### src/rtl/arb_pkg.sv
// Shared types and constants for the two-requester bus arbiter.
package arb_pkg;

  localparam int unsigned DATA_W_DEF = 33;

  typedef enum logic [1:0] {
    IDLE  = 2'd0,
    GNT_A = 2'd1,
    GNT_B = 2'd2
  } arb_state_e;

  typedef enum logic {
    ID_A = 1'b0,
    ID_B = 1'b1
  } req_id_e;

endpackage

### src/rtl/mux_2a1.sv
// 2:1 data steering mux; sel = 0 picks a_i, sel = 1 picks b_i.
module mux_2a1
  import arb_pkg::*;
#(
  parameter int unsigned W = DATA_W_DEF
) (
  input  logic         sel_i,
  input  logic [W-1:0] a_i,
  input  logic [W-1:0] b_i,
  output logic [W-1:0] y_o
);

  always_comb begin
    y_o = sel_i ? b_i : a_i;
  end

endmodule

### src/rtl/bus_arb_2a1.sv
// Round-robin bus arbiter for two requesters with a per-grant burst limit
// that only hands over when the other side is actually waiting.
module bus_arb_2a1
  import arb_pkg::*;
#(
  parameter int unsigned DATA_W    = DATA_W_DEF,
  parameter int unsigned MAX_BURST = 8
) (
  input  logic              clk_i,
  input  logic              rst_n_i,
  input  logic              req_a_i,
  input  logic              req_b_i,
  input  logic [DATA_W-1:0] a_i,
  input  logic [DATA_W-1:0] b_i,
  input  logic              ready_i,
  output logic              gnt_a_o,
  output logic              gnt_b_o,
  output logic              sel_o,
  output logic              valid_o,
  output logic [DATA_W-1:0] sal_o
);

  localparam int unsigned CNT_W = $clog2(MAX_BURST + 1);

  arb_state_e       state_q, state_d;
  logic [CNT_W-1:0] cnt_q, cnt_d;
  req_id_e          last_q, last_d;
  logic             sel_q, sel_d;
  logic             init_q, init_d;
  logic             xfer;
  logic             limit;

  always_ff @(posedge clk_i or negedge rst_n_i) begin
    if (!rst_n_i) begin
      state_q <= IDLE;
      cnt_q   <= '0;
      last_q  <= ID_B;
      sel_q   <= 1'b0;
      init_q  <= 1'b0;
    end else begin
      state_q <= state_d;
      cnt_q   <= cnt_d;
      last_q  <= last_d;
      sel_q   <= sel_d;
      init_q  <= init_d;
    end
  end

  // limit fires on the transfer that completes the MAX_BURST-th word, so the
  // counter itself only ever holds 0..MAX_BURST-1.
  always_comb begin
    xfer  = valid_o & ready_i;
    limit = xfer && (cnt_q == CNT_W'(MAX_BURST - 1));
  end

  always_comb begin
    state_d = state_q;
    cnt_d   = cnt_q;
    last_d  = last_q;
    sel_d   = sel_q;
    init_d  = 1'b1;
    unique case (state_q)
      IDLE: begin
        cnt_d = '0;
        // First edge after reset release only arms the arbiter.
        if (init_q) begin
          if (req_a_i && (!req_b_i || last_q == ID_B)) begin
            state_d = GNT_A;
            sel_d   = 1'b0;
          end else if (req_b_i) begin
            state_d = GNT_B;
            sel_d   = 1'b1;
          end
        end
      end
      GNT_A: begin
        sel_d = 1'b0;
        if (!req_a_i) begin
          state_d = IDLE;
          cnt_d   = '0;
          last_d  = ID_A;
        end else if (limit) begin
          cnt_d = '0;
          if (req_b_i) begin
            state_d = GNT_B;
            sel_d   = 1'b1;
            last_d  = ID_A;
          end
        end else if (xfer) begin
          cnt_d = cnt_q + CNT_W'(1);
        end
      end
      GNT_B: begin
        sel_d = 1'b1;
        if (!req_b_i) begin
          state_d = IDLE;
          cnt_d   = '0;
          last_d  = ID_B;
        end else if (limit) begin
          cnt_d = '0;
          if (req_a_i) begin
            state_d = GNT_A;
            sel_d   = 1'b0;
            last_d  = ID_B;
          end
        end else if (xfer) begin
          cnt_d = cnt_q + CNT_W'(1);
        end
      end
      default: begin
        state_d = IDLE;
        cnt_d   = '0;
      end
    endcase
  end

  always_comb begin
    gnt_a_o = (state_q == GNT_A);
    gnt_b_o = (state_q == GNT_B);
    sel_o   = sel_q;
    valid_o = (gnt_a_o & req_a_i) | (gnt_b_o & req_b_i);
  end

  mux_2a1 #(.W(DATA_W)) u_mux (
    .sel_i (sel_q),
    .a_i   (a_i),
    .b_i   (b_i),
    .y_o   (sal_o)
  );

endmodule
### config.mk
export PLATFORM = sky130hd
export DESIGN_NAME = bus_arb_2a1
export DESIGN_NICKNAME = d
export VERILOG_FILES = /design/src/rtl/arb_pkg.sv /design/src/rtl/mux_2a1.sv /design/src/rtl/bus_arb_2a1.sv
export SDC_FILE = /design/constraint.sdc
export NUM_CORES = 1
export LEC_CHECK = 0
export CORE_AREA = 2 2 69 71
export DETAILED_ROUTE_END_ITERATION = 10
export DIE_AREA = 0 0 71 73
export GPL_TIMING_DRIVEN = 1
export PLACE_DENSITY = 0.75
export SKIP_LAST_GASP = 1
export SLEW_MARGIN = 20
export SYNTH_ARGS = -nofsm -noshare
export SYNTH_HDL_FRONTEND = slang
export SYNTH_HIERARCHICAL = 1
export SYNTH_SLANG_ARGS = --single-unit
### constraint.sdc
create_clock -name clk_i -period 1.5 [get_ports clk_i]
set_clock_uncertainty 0.05 [all_clocks]
set_input_delay 0.225 -clock clk_i [delete_from_list [all_inputs] [get_ports clk_i]]
set_output_delay 0.225 -clock clk_i [all_outputs]
set_load 0.1 [all_outputs]
==> impl_results.rst <==
.. list-table::
   :header-rows: 1

   * - Metric
     - Value
   * - Number of instances in the synthesized netlist
     - 101
   * - Detailed Place HPWL
     - 3940 um
   * - Antenna violations before repair
     - 0
   * - Sequence of cells on the critical path
     - buf_12 -> mux2_4 -> buf_12
   * - CTS tree
     - yes
   * - First-pass GRT wire length
     - 6580 um
   * - Maximum buffer depth of the clock tree
     - 2
   * - Library cells used by synthesis
     - 37
   * - Top cell by count, worst path
     - sky130_fd_sc_hd__buf_12
   * - Wirelength per Cell
     - 16.2 um
   * - Worst stage delay on the critical path
     - 0.50 ns
   * - Hold Path Class
     - primary input to asynchronous set/reset pin
   * - Flip-flop and latch area
     - 230 um2
   * - Fin. max-slew vios
     - 0
   * - Clock buffer count from CTS
     - 3
   * - Final ANT Viol Nets
     - 0
   * - Final critical path time including I/O delays and setup
     - 1.69 ns
   * - DR vias
     - 1263
   * - Synth async-reset ratio
     - 1.00
   * - Pwr/cell area
     - 2280 mW/mm2
   * - Number of buffers inserted by hold repair at cts
     - 0
   * - Die height
     - 73 um
   * - Setup slack after placement
     - -0.0862 ns
   * - Cell area after synthesis
     - 0.00120 mm2
   * - Total grt overflow
     - 0
   * - Post-synthesis average cell area
     - 11.9 um2
   * - CTS sink count
     - 9
   * - Achievable Freq
     - 593 MHz
   * - I/O pin count
     - 108
   * - Ratio of cells with drive above 1 in the final layout
     - 0.489
   * - Synthesized flop and latch total
     - 9
   * - Starting Density
     - 0.265
   * - Post-Syn Nets
     - 177
   * - Critical path type
     - register to output pin
   * - First drt pass iteration count
     - 4
   * - Clk pin slew, worst setup/hold paths
     - 0.05 ns
   * - Failing checks
     - negative setup slack
   * - Largest net degree at the start of global routing
     - 20
   * - Ant. Diodes
     - 0
   * - First DRT Iteration DRCs
     - 37
   * - Clock latency at the later pin of the worst-skew pair
     - 0.23 ns
   * - Horizontal die dimension
     - 71 um
   * - Die area
     - 0.00518 mm2
   * - Critical path arrival
     - 1.41 ns
   * - Outcome
     - finished, violations left
   * - Number of setup violations in the final report
     - 37
   * - Most used cells in the layout excluding fill and tap cells
     - sky130_fd_sc_hd__clkdlybuf4s50_1 (70), sky130_fd_sc_hd__buf_12 (39), sky130_fd_sc_hd__mux2_4 (33)
   * - Remaining DRCs
     - 0
   * - Number of enable-type register cells in the synthesized netlist
     - 0
   * - Final period util
     - 1.12
   * - Area occupied by multi-input gates
     - 938 um2
   * - Cell family with the largest share of critical-path delay
     - flip-flops
   * - Port Buffers
     - 107
   * - Area Overhead vs Synth
     - 146%
   * - Worst-case vdd ir drop
     - 1.17 mV
   * - Unrepaired setup endpoints after global routing
     - yes
   * - Post-route cell area
     - 0.00296 mm2
   * - Final Hold Vio Count
     - 0
   * - Final weighted congestion in routability-driven placement
     - 0.787
   * - Number of fill cells in the layout
     - 335
   * - Worst-path fanout max
     - 19
   * - Aggregate routed wire length
     - 4580 um
   * - CTS root buffer
     - sky130_fd_sc_hd__clkbuf_8
   * - Primary flip-flop cell chosen by synthesis mapping
     - sky130_fd_sc_hd__dfrtp_1
   * - H-tree Lvls
     - 1
   * - # rows
     - 25
   * - Placed cell areas
     - 0.00282 mm2
   * - Most frequent standard cell in the layout excluding fill and tap cells
     - sky130_fd_sc_hd__clkdlybuf4s50_1
   * - Worst setup EP type
     - output pin
   * - Seq/Total Area, Yosys
     - 0.189
   * - WP buf/inv
     - 2
   * - Number of nets at the end of the flow
     - 306
   * - Count of max-cap constraint violations
     - 0
   * - Synthesis Warnings
     - 6
   * - Crit path setup slack, layout
     - -0.186 ns
   * - Leakage Power
     - 1.34 nW
   * - Slowest cell on crit path
     - sky130_fd_sc_hd__dfrtp_4
   * - Placeable Area
     - 0.00454 mm2
   * - Type of origin of the critical path
     - register
   * - Vias in the first global route
     - 1171
   * - Mean number of vias per cell
     - 4.46
   * - Data required time at the worst endpoint
     - 1.22 ns
   * - Global Route Usage Sum
     - 0.163
## registers in the layout, indices dropped and copies added (netlist names)
register	count
init_q	1
cnt_q	4
last_q	1
state_q	2
sel_o	1
## kinds of logic after synthesis
family | count (synthesis) | synth area share
flops | 9 | 0.189
compound gates | 18 | 0.123
other cells | 1 | 0.00312
mux | 36 | 0.428
buf+inv | 10 | 0.0844
simple gates | 19 | 0.0990
xor+xnor | 3 | 0.0219
fa+ha+maj | 5 | 0.0521
## worst paths after layout
check / slack (ns) / start / cells after the start / endpoint
max: -0.19 / sel_o / 3 / sal_o[31]
min: 0.24 / rst_n_i / 1 / state_q[1]
max reg2reg: -0.02 / state_q[0] / 7 / state_q[1]
min reg2reg: 0.51 / cnt_q[3] / 2 / cnt_q[3]
max in group asynchronous: 0.84 / rst_n_i / 1 / last_q
min in group clk_i: 0.51 / cnt_q[3] / 2 / cnt_q[3]
## per-layer routing
layer	GRT usage	part of all wire	vias to the layer above	wire, um
li1	-	-	628	-
met1	0.225	0.44	572	2040
met2	0.267	0.48	63	2190
met3	0.0470	0.077	0	354
met4	0.00629	0	0	0
met5	0	0	-	0
## stage by stage
step           hold slack (ns)  power, W  TNS [ns]  utilization  instances
2_1_floorplan           -0.121   0.00438     -5.94            -        101
3_3_place_gp             0.487   0.00626    -0.159        0.622        271
3_5_place_dp             0.492   0.00627    -0.196        0.622        271
4_1_cts                  0.256   0.00665     -6.30        0.639        278
5_1_grt                  0.264   0.00696     -7.42        0.652        283
6_report                 0.241   0.00675     -6.11        0.652        283
## report_power, final
group | total, W | internal (W) | switching [W]
Sequential | 0.000387 | 0.000320 | 0.0000678
Combinational | 0.00608 | 0.00260 | 0.00348
Clock | 0.000275 | 0.000181 | 0.0000942
Total | 0.00675 | 0.00310 | 0.00365
## what timing repair did
action,4_1_cts,5_1_grt
resized for setup,3,6
endpoints found under the setup margin,37,41
pin swaps,5,4
setup buffers,3,5
## area by class of cell
type / instances / area share
Sequential cell: 9 / 0.0779
Clock buffer: 3 / 0.0140
Multi-Input combinational cell: 82 / 0.318
Clock inverter: 1 / 0.00169
Inverter: 4 / 0.00508
Timing Repair Buffer: 130 / 0.561
Tap cell: 54 / 0.0229
## Yosys cell counts, drive strengths merged (2+ instances only)
| cell | n | share of area |
|---|---|---|
| a31oi | 2 | 0.010 |
| o21ai | 4 | 0.026 |
| dfrtp | 8 | 0.17 |
| nand2 | 4 | 0.015 |
| mux2i | 3 | 0.025 |
| inv | 4 | 0.012 |
| nor2 | 5 | 0.016 |
| xnor2 | 2 | 0.015 |
| ha | 5 | 0.052 |
| a21oi | 2 | 0.0083 |
| buf | 6 | 0.072 |
| a22o | 2 | 0.015 |
| nand2b | 3 | 0.016 |
| mux2 | 33 | 0.40 |
(Power assumes the default switching activity.)
